--- config.mk ---
export PLATFORM = sky130hd
export DESIGN_NAME = adr_seq
export DESIGN_NICKNAME = d
export VERILOG_FILES = /design/src/rtl/adr_seq.sv
export SDC_FILE = /design/constraint.sdc
export NUM_CORES = 1
export LEC_CHECK = 0
export ABC_AREA = 0
export BUFFER_PORTS_ARGS = -buffer_cell sky130_fd_sc_hd__buf_2
export CAP_MARGIN = 40
export CORE_MARGIN = 2
export CORE_UTILIZATION = 30
export CTS_BUF_LIST = sky130_fd_sc_hd__clkbuf_4 sky130_fd_sc_hd__clkbuf_8
export DETAILED_ROUTE_END_ITERATION = 10
export GPL_ROUTABILITY_DRIVEN = 1
export PLACE_DENSITY = 0.56
export SLEW_MARGIN = 25
export SYNTH_ARGS = -nofsm -noshare
export SYNTH_HDL_FRONTEND = slang
export SYNTH_SLANG_ARGS = --single-unit
export TNS_END_PERCENT = 1
--- constraint.sdc ---
create_clock -name clk -period 2.3 [get_ports clk]
set_input_delay 0.23 -clock clk [delete_from_list [all_inputs] [get_ports clk]]
set_output_delay 0.23 -clock clk [all_outputs]
set_load 0.005 [all_outputs]
--- src/rtl/adr_seq.sv ---
// Address sequencer: sweeps NS steps per pass, choosing between two
// auto-incrementing address pointers (An / Mn) from a per-step select mask.
module adr_seq #(
  parameter int ST_W = 3,
  parameter int AW = 8,
  parameter logic [(1 << ST_W)-1:0] SEL_INIT = {((1 << ST_W) / 4){4'b0001}}
) (
  input  logic                    clk,
  input  logic                    rst,
  input  logic                    start,
  input  logic                    stall,
  input  logic                    mask_we,
  input  logic [(1 << ST_W)-1:0]  mask_din,
  input  logic [AW-1:0]           base_a,
  input  logic [AW-1:0]           base_m,
  input  logic [AW-1:0]           len,
  output logic [ST_W-1:0]         st,
  output logic                    adr,
  output logic [AW-1:0]           addr,
  output logic                    busy,
  output logic                    done
);

  localparam int NS = 1 << ST_W;

  typedef enum logic [1:0] {
    IDLE = 2'd0,
    RUN  = 2'd1,
    DONE = 2'd2
  } state_t;

  state_t          state;
  logic [NS-1:0]   mask;
  logic [ST_W-1:0] st_q;
  logic [AW-1:0]   a_ptr;
  logic [AW-1:0]   m_ptr;
  logic [AW-1:0]   sweep;
  logic [AW-1:0]   len_q;
  logic            busy_q;
  logic            done_q;
  logic            sel;
  logic            in_run;

  // Step outputs are decoded from registered state so they are valid for the
  // whole cycle and collapse to zero outside RUN.
  assign in_run = (state == RUN);
  assign sel    = in_run ? mask[st_q] : 1'b0;
  assign adr    = sel;
  assign addr   = in_run ? (sel ? m_ptr : a_ptr) : '0;
  assign st     = in_run ? st_q : '0;
  assign busy   = busy_q;
  assign done   = done_q;

  always_ff @(posedge clk or posedge rst) begin
    if (rst) begin
      state  <= IDLE;
      mask   <= SEL_INIT;
      st_q   <= '0;
      a_ptr  <= '0;
      m_ptr  <= '0;
      sweep  <= '0;
      len_q  <= '0;
      busy_q <= 1'b0;
      done_q <= 1'b0;
    end else begin
      case (state)
        IDLE: begin
          done_q <= 1'b0;
          // A mask write on the start edge is visible to the run it launches.
          if (mask_we) mask <= mask_din;
          if (start) begin
            a_ptr <= base_a;
            m_ptr <= base_m;
            st_q  <= '0;
            sweep <= '0;
            len_q <= len;
            if (len == '0) begin
              state  <= DONE;
              done_q <= 1'b1;
            end else begin
              state  <= RUN;
              busy_q <= 1'b1;
            end
          end
        end
        RUN: begin
          if (!stall) begin
            if (sel) m_ptr <= m_ptr + AW'(1);
            else     a_ptr <= a_ptr + AW'(1);
            st_q <= st_q + ST_W'(1);
            if (&st_q) begin
              if (sweep == len_q - AW'(1)) begin
                state  <= DONE;
                st_q   <= '0;
                busy_q <= 1'b0;
                done_q <= 1'b1;
              end else begin
                sweep <= sweep + AW'(1);
              end
            end
          end
        end
        DONE: begin
          done_q <= 1'b0;
          state  <= IDLE;
        end
        default: begin
          state  <= IDLE;
          busy_q <= 1'b0;
          done_q <= 1'b0;
        end
      endcase
    end
  end

endmodule

==> results by group <==
Synthesis
  • Top area cells in the synthesized netlist: dfrtp_1 (40%), nand2_1 (8.6%), a21oi_1 (5.3%), o21ai_0 (4.2%), mux2_2 (3.2%)
  • Area share of and/or/nand/nor cells after synthesis: 0.226
  • Flop and latch count out of synthesis: 47
  • Area leader, netlist: dfrtp_1
  • Share of synthesized cell area in full adder, half adder and majority cells: 0.0264
  • Number of distinct library cells after synthesis: 52
  • Synthesized net count: 359
  • Number of flops mapped to enable cells by yosys: 0
  • Largest family of logic cells by synthesized area: simple AND/OR/NAND/NOR gates
  • Synth Area in XOR/XNOR: 0.0308
  • Mapped cell area: 2850 um2
  • Async set-reset flop share out of synthesis: 1.00
  • Compound-gate portion of the synthesized area: 0.165
  • Most used DFF post-synth: dfrtp_1
  • Ys Warns: 0
  • Gate count of the mapped netlist: 316
  • Post-synth top area share: 0.395
  • Syn Area/Cell: 9.01 um2
  • Multiplexer share of the synthesized area: 0.0861
  • Sequential area share after synthesis: 0.414

Worst setup path
  • Arrival time at the worst endpoint: 2050 ps
  • R2R Path Start: st_q[0]$_DFFE_PP0P_
  • Register-to-register setup slack: 140 ps
  • WP depth: 6
  • Required @ worst endpoint: 2070 ps
  • Critical path's top delay family: multiplexers
  • Worst Reg2Reg Path Length in Cells: 8
  • Critical path peak fanout: 6
  • Cell with the biggest individual delay on the critical path: mux4_2
  • Capturing element of the worst setup path: addr[1]
  • Critical R2R Capture: a_ptr[3]$_DFFE_PP0P_
  • First element of the critical path: st_q[0]$_DFFE_PP0P_
  • Setup CP Type: reg -> out
  • Sequence of cells on the critical path: mux4_2 -> mux2i_4 -> buf_12 -> o21ai_2 -> a21oi_1 -> buf_2
  • Nature of the critical path endpoint: primary output
  • CP max stage delay: 590 ps
  • Type of element launching the critical path: flop
  • Buf+Inv Stages, Crit Path: 2

Outcome
  • Outcome: finished clean

Power
  • Peak supply drop: 0.576 mV
  • Static Leakage: 1.54 nW
  • Pwr/cell area: 1350 nW/um2

Timing
  • Final Critical Period: 2280 ps
  • Transition time of the tightest slew-check pin: 570 ps
  • Setup ws final: 19.7 ps
  • Final hold violation count: 0
  • Worst slew slack as a fraction of its limit: 0.616
  • Number of max-slew violations in the final report: 0
  • Setup repair after global routing missed its margin: true
  • Setup violation total in the final timing report: 0
  • Final setup skew: 9.35 ps
  • Final clock period utilization by the worst path: 0.991
  • Fmax: 0.439 GHz

Detailed routing
  • Total detailed-routing wirelength: 6940 um
  • Iteration-0 DRC Markers: 114
  • Via density per instance: 4.90
  • Iteration count of the initial detailed-routing pass: 4
  • Number of DRC violations after detailed routing: 0
  • Post-detailed-route count of antenna-violating nets: 0
  • Detailed-route wire length per cell: 13.7 um
  • Via count: 2,484

Worst hold path
  • Startpoint of the lowest-slack hold path: len[4]
  • Min-Delay Path Depth: 3
  • Class of the tightest hold or removal check: in -> reg

Floorplanning
  • Number of rows created at floorplan: 35
  • Vertical die dimension: 101 um
  • Initial cell density of the core: 0.308
  • Horizontal die dimension: 101 um
  • Die area: 10,300 um2
  • I/O pin cnt: 51
  • Core box area: 9240 um2

Flow run
  • Max-cap violations: 0

Global route
  • Initial antenna violation count: 0
  • GRT Residual Overflow: 0
  • Global-route wire length before repair: 12,100 um
  • Pin count of the biggest net entering global routing: 48
  • Total global-route track usage: 0.147
  • Number of global-route vias before repair: 2,524

Clocking
  • Clock network latency to the later pin of the worst-skew pair: 310 ps
  • CTS Root Cell: clkbuf_8
  • CTS tree: yes
  • Maximum root-to-sink buffer count: 2
  • Clock Sink Count: 47
  • H-tree depth: 2
  • Clock slew seen by the registers of the worst setup and hold paths: 90 ps
  • Number of buffers created by CTS: 5

Placed design
  • Buffers on Ports: 50
  • Post-detail-place hpwl: 4890 um
  • Post-placement setup slack: 132 ps
  • Placer Congestion: 0.797

Layout
  • Most frequent cells in the layout: nand2_1 (65), buf_2 (50), dfrtp_1 (44)
  • Post-layout nets: 420
  • Area taken by multi-input logic gates: 1560 um2
  • Antenna diode count: 0
  • Post-layout utilization of the core: 0.372
  • Fraction of final layout cells sized beyond drive strength 1: 0.278
  • Most frequent standard cell in the layout excluding fill and tap cells: nand2_1
  • Syn-to-layout area delta: 20.8%
  • Fill cell count: 947
  • Total area of sequential cells: 1180 um2
-- registers in the layout, indices dropped and copies added (netlist names) --
register	flops
len_q	8
m_ptr	8
mask	8
st_q	3
done	1
busy	1
state	2
sweep	8
a_ptr	8
-- worst min path at each step --
stage                                end  slack (ps)
floorplan           len_q[2]$_DFFE_PP0P_         340
global placement    a_ptr[5]$_DFFE_PP0P_         290
detailed placement  a_ptr[5]$_DFFE_PP0P_         290
CTS                 len_q[5]$_DFFE_PP0P_         130
global route        len_q[4]$_DFFE_PP0P_         130
finish              len_q[4]$_DFFE_PP0P_         130
-- synth_stat cells, types with 2 or more instances --
cell type and n:
nand2_1 65, a22o_1 4, o21ai_1 2, nor3_1 2
mux4_1 2, a31oi_1 3, inv_1 6, nor4_1 3
o22ai_1 6, ha_1 6, xor2_1 2, clkbuf_8 2
a21oi_2 2, nor2_1 15, and2_1 4, a21oi_1 30
clkbuf_1 7, o21ai_0 24, nand4_1 7, nor2b_1 3
buf_2 5, nand3_1 13, xnor2_1 8, dfrtp_1 45
mux2i_1 8, mux2_2 8, nand2b_1 4, dfstp_2 2
and3_1 5
-- what timing repair did --
item	CTS	global route
buffers inserted	2	2
gates cloned	1	1
resized for setup	3	9
hold buffers	1	0
setup endpoints to repair	8	16
pin swaps	1	6
endpoints found under the hold margin	45	0
-- worst reg2reg max path, cell delays in order, from the launching register on --
cell,delay [ps]
dfrtp_2,410
mux4_2,590
mux2i_4,190
buf_12,140
nor2_2,60
buf_4,160
nor2_8,180
o21ai_1,90
a22o_1,230
-- report_power, final --
part | leakage [nW] | internal [mW] | switching [mW]
logic | 0.920 | 1.16 | 1.34
clock network | 0.0505 | 0.274 | 0.300
registers | 0.569 | 1.18 | 0.377
total | 1.54 | 2.62 | 2.01
-- layer usage --
layer | wire length [um] | vias up | GRT usage
met1 | 3480 | 1174 | 0.205
met3 | 216 | 12 | 0.0276
li1 | - | 1247 | -
met4 | 152 | 0 | 0.0457
met2 | 3090 | 51 | 0.230
met5 | 0 | - | 0
-- metrics by stage --
stage / power (mW) / hold WS [ps] / instance area, um2 / instances / TNS, ps
final: 4.63 / 132 / 3440 / 507 / 0
after global placement: 3.73 / 295 / 3250 / 492 / 0
after floorplan: 3.21 / 335 / 2850 / 316 / 0
after CTS: 4.47 / 129 / 3380 / 504 / 0
after detailed placement: 3.78 / 294 / 3250 / 492 / 0
after global routing: 5.08 / 131 / 3440 / 507 / -189
-- cell type report --
class	instances	share of cell area
clock buffer	7	0.0280
clock inverter	1	0.00218
sequential	47	0.343
tap	129	0.0469
inverter	6	0.00655
multi-input combinational	249	0.453
timing repair buffer	68	0.120
-- cell families after synthesis --
kind of cell / Yosys count
adder cells (fa/ha/maj): 6
multiplexers: 19
AND/OR/NAND/NOR: 132
flip-flops: 47
buffers and inverters: 22
AO/OA/AOI/OAI: 80
XOR/XNOR: 10
No activity file was read; power rests on OpenSTA's default activity.
